## config.mk

```make
export PLATFORM = sky130hd
export DESIGN_NAME = image_readback_streamer
export DESIGN_NICKNAME = d
export VERILOG_FILES = /design/src/rtl/image_pkg.sv /design/src/rtl/image_readback_streamer.sv
export SDC_FILE = /design/constraint.sdc
export NUM_CORES = 2
export LEC_CHECK = 0
export ABC_AREA = 1
export CAP_MARGIN = 10
export CELL_PAD_IN_SITES_DETAIL_PLACEMENT = 1
export CELL_PAD_IN_SITES_GLOBAL_PLACEMENT = 2
export CORE_MARGIN = 2
export CORE_UTILIZATION = 32
export DETAILED_ROUTE_END_ITERATION = 10
export GPL_TIMING_DRIVEN = 0
export PLACE_DENSITY_LB_ADDON = 0.08
export SLEW_MARGIN = 20
export SYNTH_ARGS = -nofsm -noshare
export SYNTH_HDL_FRONTEND = slang
export SYNTH_SLANG_ARGS = --single-unit
```

## constraint.sdc

```tcl
create_clock -name clk -period 3.5 [get_ports clk]
set_input_delay 0.525 -clock clk [delete_from_list [all_inputs] [get_ports clk]]
set_output_delay 0.525 -clock clk [all_outputs]
set_load 0.02 [all_outputs]
```

## src/rtl/image_pkg.sv

```systemverilog
// Shared image constants and the readback FSM state type, used by both the write buffer and the
// readback streamer.
package image_pkg;

  localparam int unsigned IMG_WIDTH  = 30;
  localparam int unsigned IMG_HEIGHT = 30;
  // 900 pixel bits padded up to a whole number of bytes
  localparam int unsigned TOTAL_BITS = 904;
  localparam int unsigned BYTE_W     = 8;
  localparam int unsigned NUM_BYTES  = TOTAL_BITS / BYTE_W;

  typedef enum logic [1:0] {
    StIdle,
    StStream,
    StCsum,
    StDone
  } rb_state_e;

endpackage

```

## src/rtl/image_readback_streamer.sv

```systemverilog
// Streams a snapshot of the flattened image out as bytes on a valid/ready link.
// Define IMG_READBACK_CHECKSUM_EN to append an XOR checksum byte after the image.
module image_readback_streamer #(
  parameter int unsigned TOTAL_BITS = image_pkg::TOTAL_BITS
) (
  input  logic                                 clk,
  input  logic                                 rst_n,
  input  logic                                 start_i,
  input  logic                                 abort_i,
  input  logic                                 img_valid_i,
  input  logic [TOTAL_BITS-1:0]                img_in_i,
  output logic [7:0]                           tx_data_o,
  output logic                                 tx_valid_o,
  input  logic                                 tx_ready_i,
  output logic                                 busy_o,
  output logic                                 done_o,
  output logic                                 err_not_ready_o,
  output logic [$clog2(TOTAL_BITS/8+1)-1:0]    byte_idx_o
);
  import image_pkg::*;

  localparam int unsigned NUM_BYTES = TOTAL_BITS / 8;
  localparam int unsigned IDX_W     = $clog2(NUM_BYTES + 1);

  rb_state_e             state_q, state_d;
  logic [TOTAL_BITS-1:0] shadow_q, shadow_d;
  logic [IDX_W-1:0]      idx_q, idx_d;
  logic                  err_q, err_d;
  logic                  last_byte;

`ifdef IMG_READBACK_CHECKSUM_EN
  logic [7:0]            csum_q, csum_d;
`endif

  assign last_byte = (idx_q == IDX_W'(NUM_BYTES - 1));

  always_ff @(posedge clk or negedge rst_n) begin
    if (!rst_n) begin
      state_q  <= StIdle;
      shadow_q <= '0;
      idx_q    <= '0;
      err_q    <= 1'b0;
`ifdef IMG_READBACK_CHECKSUM_EN
      csum_q   <= '0;
`endif
    end else begin
      state_q  <= state_d;
      shadow_q <= shadow_d;
      idx_q    <= idx_d;
      err_q    <= err_d;
`ifdef IMG_READBACK_CHECKSUM_EN
      csum_q   <= csum_d;
`endif
    end
  end

  always_comb begin
    state_d  = state_q;
    shadow_d = shadow_q;
    idx_d    = idx_q;
    err_d    = 1'b0;
`ifdef IMG_READBACK_CHECKSUM_EN
    csum_d   = csum_q;
`endif

    if (abort_i) begin
      // Abort wins over start and over a same-cycle transfer.
      state_d = StIdle;
      idx_d   = '0;
    end else begin
      case (state_q)
        StIdle: begin
          if (start_i) begin
            if (img_valid_i) begin
              shadow_d = img_in_i;
              idx_d    = '0;
`ifdef IMG_READBACK_CHECKSUM_EN
              csum_d   = '0;
`endif
              state_d  = StStream;
            end else begin
              err_d = 1'b1;
            end
          end
        end
        StStream: begin
          if (tx_ready_i) begin
            // Shift the snapshot so the presented byte is always the low slice.
            shadow_d = shadow_q >> 8;
`ifdef IMG_READBACK_CHECKSUM_EN
            csum_d   = csum_q ^ shadow_q[7:0];
            if (last_byte) begin
              idx_d   = IDX_W'(NUM_BYTES);
              state_d = StCsum;
            end else begin
              idx_d = idx_q + IDX_W'(1);
            end
`else
            if (last_byte) begin
              idx_d   = '0;
              state_d = StDone;
            end else begin
              idx_d = idx_q + IDX_W'(1);
            end
`endif
          end
        end
`ifdef IMG_READBACK_CHECKSUM_EN
        StCsum: begin
          if (tx_ready_i) begin
            idx_d   = '0;
            state_d = StDone;
          end
        end
`endif
        StDone: begin
          state_d = StIdle;
        end
        default: begin
          state_d = StIdle;
          idx_d   = '0;
        end
      endcase
    end
  end

  always_comb begin
    tx_data_o  = '0;
    tx_valid_o = 1'b0;
    busy_o     = 1'b0;
    done_o     = 1'b0;
    case (state_q)
      StStream: begin
        tx_data_o  = shadow_q[7:0];
        tx_valid_o = 1'b1;
        busy_o     = 1'b1;
      end
`ifdef IMG_READBACK_CHECKSUM_EN
      StCsum: begin
        tx_data_o  = csum_q;
        tx_valid_o = 1'b1;
        busy_o     = 1'b1;
      end
`endif
      StDone: begin
        done_o = 1'b1;
      end
      default: begin
        tx_valid_o = 1'b0;
      end
    endcase
  end

  assign byte_idx_o      = idx_q;
  assign err_not_ready_o = err_q;

endmodule

```

Word-level counts from Yosys, hierarchy flattened:

Cells that the tools add are included.

* flip-flop bits (word level): 914
* input bits: 910
* output and inout port bits: 19
* word-level logic and storage cells: 45

* $add $sub $neg: 1
* equal/unequal tests: 11
* muxes and demuxes: 23
* bitwise operators: 1
* reductions and logical operators: 5

Operators with widths (number)
* 2-to-1 mux 904 bit: 3
* one-hot mux 904 bit (2 select lines): 1
* 2-to-1 mux 7 bit: 5
* one-hot mux 7 bit (3 select lines): 1
* != test 3 bit, second input constant: 4
* 2-to-1 mux 2 bit: 5
* 2-to-1 mux 8 bit: 1
* != test 2 bit, second input constant: 4
* AND reduction 4 bit: 2
* adder 7 x 1 -> 7 bit, second input constant: 1
* == test 7 bit, second input constant: 1
* 2-to-1 mux 1 bit: 6
* AND reduction 5 bit: 1
* one-hot mux 2 bit (2 select lines): 1
* == test 2 x 1 -> 1 bit, second input constant: 1
* == test 2 bit, second input constant: 1
* logical NOT 2 bit: 1
* nonzero test 2 bit: 1
* NOT 1 bit: 1

Logic depth before layout (Yosys ltp):

* depth in word-level cells: 5
* gate-level depth with buffers: 9

Least setup slack after synthesis:

Ideal clock, no wire load.

* kind: register to output
* from: reg state_q[1]
* to: out tx_data_o[0]
* data arrival time: 1439 ps
* data required time: 2975 ps
* setup slack: 1536 ps
* stages on the path, launching flop included: 7
* buffers on the path: 3
* cells stage by stage: dfrtp_1 nor2_4 inv_2 buf_4 buf_4 clkbuf_1 nor2_1

* word-level cells in the longest chain between the ends: 2

Ends and longest elaborated chain
* start, declared: line image_readback_streamer.sv:25 `rb_state_e state_q, state_d;`
* start signal, assigned: line image_readback_streamer.sv:39 `state_q <= StIdle;`
* start signal, assigned: line image_readback_streamer.sv:47 `state_q <= state_d;`
* == test 2 x 1 -> 1 bit: line image_readback_streamer.sv:132 `case (state_q)`
* 2-to-1 mux 8 bit: line image_readback_streamer.sv:132
* end, declared: line image_readback_streamer.sv:12 `output logic [7:0] tx_data_o,`

No other way between the ends.

Worst setup path in the final report:

* from: reg state_q[0]
* to: out tx_valid_o

* word-level cells in the longest chain between the ends: 2

Ends and longest elaborated chain
* == test 2 x 1 -> 1 bit: line image_readback_streamer.sv:132
* 2-to-1 mux 1 bit: line image_readback_streamer.sv:132
* end, declared: line image_readback_streamer.sv:13 `output logic tx_valid_o,`

No other way between the ends.

==> reports/results.ini <==
[run_status]
status=completed

[pwr]
seqPwrFrac_pct=44.3
p_comb_share_pct=23.6
clock_power_share_pct=32.1
p_sw_mw=11.8
p_per_area_mw_per_mm2=632
p_int_mw=24.7
ir_drop_mv=0.427
power.leakage_nw=25.9
swShare_pct=32.4

[grt]
grt_util_met2_pct=42.5
grt_pass1_wl_um=265000
grt.busiest_layer=met2
use_met1_pct=31.9
track_usage_pct=26.0
antenna_found_initial=142
grt_pass1_vias=41900
grt_max_degree=130
met3_usage_pct=8.54
overflow=0

[setup_path]
rrSetupSlack_ns=0.76
cp_top_family=buffers and inverters
endpoint_kind=output port
crit_path_cell_trace=inv_2, nor2_4, buf_4, buf_4, buf_4, clkdlybuf4s50_1
cpMostUsedCell=buf_4
required_ns=2.97
start_kind=flip-flop
worst-path-buf-inv=5
crit-reg2reg-launch=state_q[0]$_DFFE_PN0P_
worstPathArrival_ns=2.81
r2r_cells=7
reg2reg_to=shadow_q[424]$_DFFE_PN0P_
critical_path.max_fanout=20
critical_path.max_stage_delay_ns=0.59
worstSetupPathType=reg2out
crit_slowest_cell=clkdlybuf4s50_1

[timing]
tightest_slew_ns=0.815
max_slew_margin_pct=45.7
rsz0062_at_grt=no
fin_crit_ns=3.34
setup_viol=0
hold_viol_final=0
fin_skew_ns=0.0172
clock.fmax_mhz=300
slew_violations=0
fin_crit_sh_pct=95.3
setup_ws_ns=0.164

[placed_design]
numPortBuffers=928
dpl.hpwl_um=138000
place_ws_ns=-0.0865
globalplace.congestion=0.855

[drt]
drc_errors=0
drt_iter0_drc=2562
postRouteWirelength_um=178000
avgRoutedWirePerCell_um=22.4
first_pass_iters=5
viasPerCell=4.95
num_vias=39400
final_antenna_net_count=0

[synth]
yosysSeqAreaShare_pct=54.3
syn-instance-count=5015
synth_edf_count=0
syn_area_per_cell_um2=8.40
synth_cell_type_count=23
synthesis.nets=5927
yosysWarnings=0
synth-async-reset-ratio_pct=100
synthFlopType=dfrtp_1
synth_seq_cells=914
syn_area_mm2=0.0421

[clock_tree]
cts_max_level=3
cts_sinks=914
numCtsBuffers=111
path_clk_slew_ns=0.06
tritoncts=done
clock_path_buffers=3
root_buffer=clkbuf_16
clock_latency_ns=0.71

[floorplan]
core_mm2=0.131
initial_core_util_pct=32.1
die_h_um=367
row_count=133
ioPinCount=929
dieArea_mm2=0.135
die_width_um=367

[cells_and_area]
layout-drive-gt1-share_pct=7.18
final_cell_mix=nor2_1 (1810), nand2_1 (932), clkdlybuf4s50_1 (923)
final_common_cell=nor2_1
finish.utilization_pct=44.0
area_growth_pct=36.9
fin_nets=6977
fill_cells=15500

[job]
maxCapViolCount=0

[min_path]
hold_class=in2async

==> layer usage <==
metal	up-vias	part of all wire, %
met5	-	0.37
met2	908	48
met3	344	7.7
li1	18900	-
met4	100	2.9
met1	19200	41
==> power groups by stage <==
stage | registers, mW | logic (mW) | clock network, mW
global route | 16.6 | 9.82 | 12.4
finish | 16.1 | 8.61 | 11.7
global placement | 16.3 | 8.41 | 0
CTS | 16.1 | 8.76 | 12.0
detailed placement | 16.2 | 8.70 | 0
floorplan | 15.5 | 5.55 | 0
==> worst max path at each step <==
stage	startpoint	end	slack [ns]	depth (start not counted)
floorplan	state_q[1]$_DFFE_PN0P_	tx_data_o[0]	1.54	6
global placement	rst_n	shadow_q[787]$_DFFE_PN0P_	-43.13	1
detailed placement	state_q[0]$_DFFE_PN0P_	tx_data_o[5]	-0.09	8
CTS	state_q[0]$_DFFE_PN0P_	tx_data_o[4]	0.08	7
global route	state_q[0]$_DFFE_PN0P_	tx_valid_o	0.0006	6
finish	state_q[0]$_DFFE_PN0P_	tx_valid_o	0.16	6
==> flip-flops by register name, indices dropped and copies added (netlist names) <==
register / count
byte_idx_o: 7
shadow_q: 904
state_q: 2
err_not_ready_o: 1
==> Yosys cell counts (2+ instances only) <==
cell / count / area [um2]
a21oi_1: 3 / 15.0
buf_1: 45 / 169
buf_2: 225 / 1130
buf_4: 9 / 67.6
buf_6: 3 / 33.8
clkbuf_1: 122 / 458
dfrtp_1: 914 / 22900
ha_1: 2 / 25.0
inv_1: 18 / 67.6
inv_2: 2 / 7.51
nand2_1: 932 / 3500
nand3_1: 13 / 65.1
nand4_1: 3 / 18.8
nor2_1: 1811 / 6800
nor3_1: 2 / 10.0
o21ai_0: 3 / 15.0
o21ai_1: 8 / 40.0
o31ai_1: 878 / 6590
o31ai_2: 18 / 225
==> kinds of logic (layout without fill, tap and decap cells) <==
logic type	Yosys count	in the layout	synth area share, %
simple gates	2764	2764	24.7
xor+xnor	1	1	0.0208
compound gates	910	910	16.3
flops	914	914	54.3
other cells	0	65	0
buf+inv	424	1555	4.58
fa+ha+maj	2	2	0.0594
==> stage by stage <==
step | instance area, um2 | hold slack [ns] | setup TNS (ns) | cells | total power, mW
final | 57700 | 0.348 | 0 | 7966 | 36.5
after global routing | 57600 | 0.342 | 0 | 7944 | 38.8
after CTS | 57500 | 0.311 | 0 | 7901 | 36.9
after detailed placement | 53900 | 0.442 | -0.150 | 7707 | 24.9
after global placement | 53600 | 0.464 | - | 7698 | 24.7
after floorplan | 42100 | 0.229 | 0 | 5015 | 21.1
==> layout make-up <==
type	count	area [um2]	share of cell area, %
clock buffer	157	3190	5.53
multi-input combinational	3677	17300	30.0
clock inverter	37	440	0.763
timing repair buffer	939	9570	16.6
inverter	20	75.1	0.130
sequential	914	22900	39.6
tap	1755	2200	3.81
antenna	65	163	0.282
buffer	402	1850	3.21
==> worst register-to-register path, delay by kind of cell (launching register included) <==
family | cells | cell delay (ns)
buf+inv | 3 | 1.40
simple gates | 3 | 0.67
flops | 1 | 0.44
compound gates | 1 | 0.11
==> timing repair <==
item,CTS,global route
hold buffers,1,0
endpoints found under the setup margin,10,2
pin swaps,1,0
gates cloned,0,0
resized for setup,4,2
hold endpoints to repair,76,0
setup buffers,1,0
Note: power is estimated with default switching activity, not from simulation.
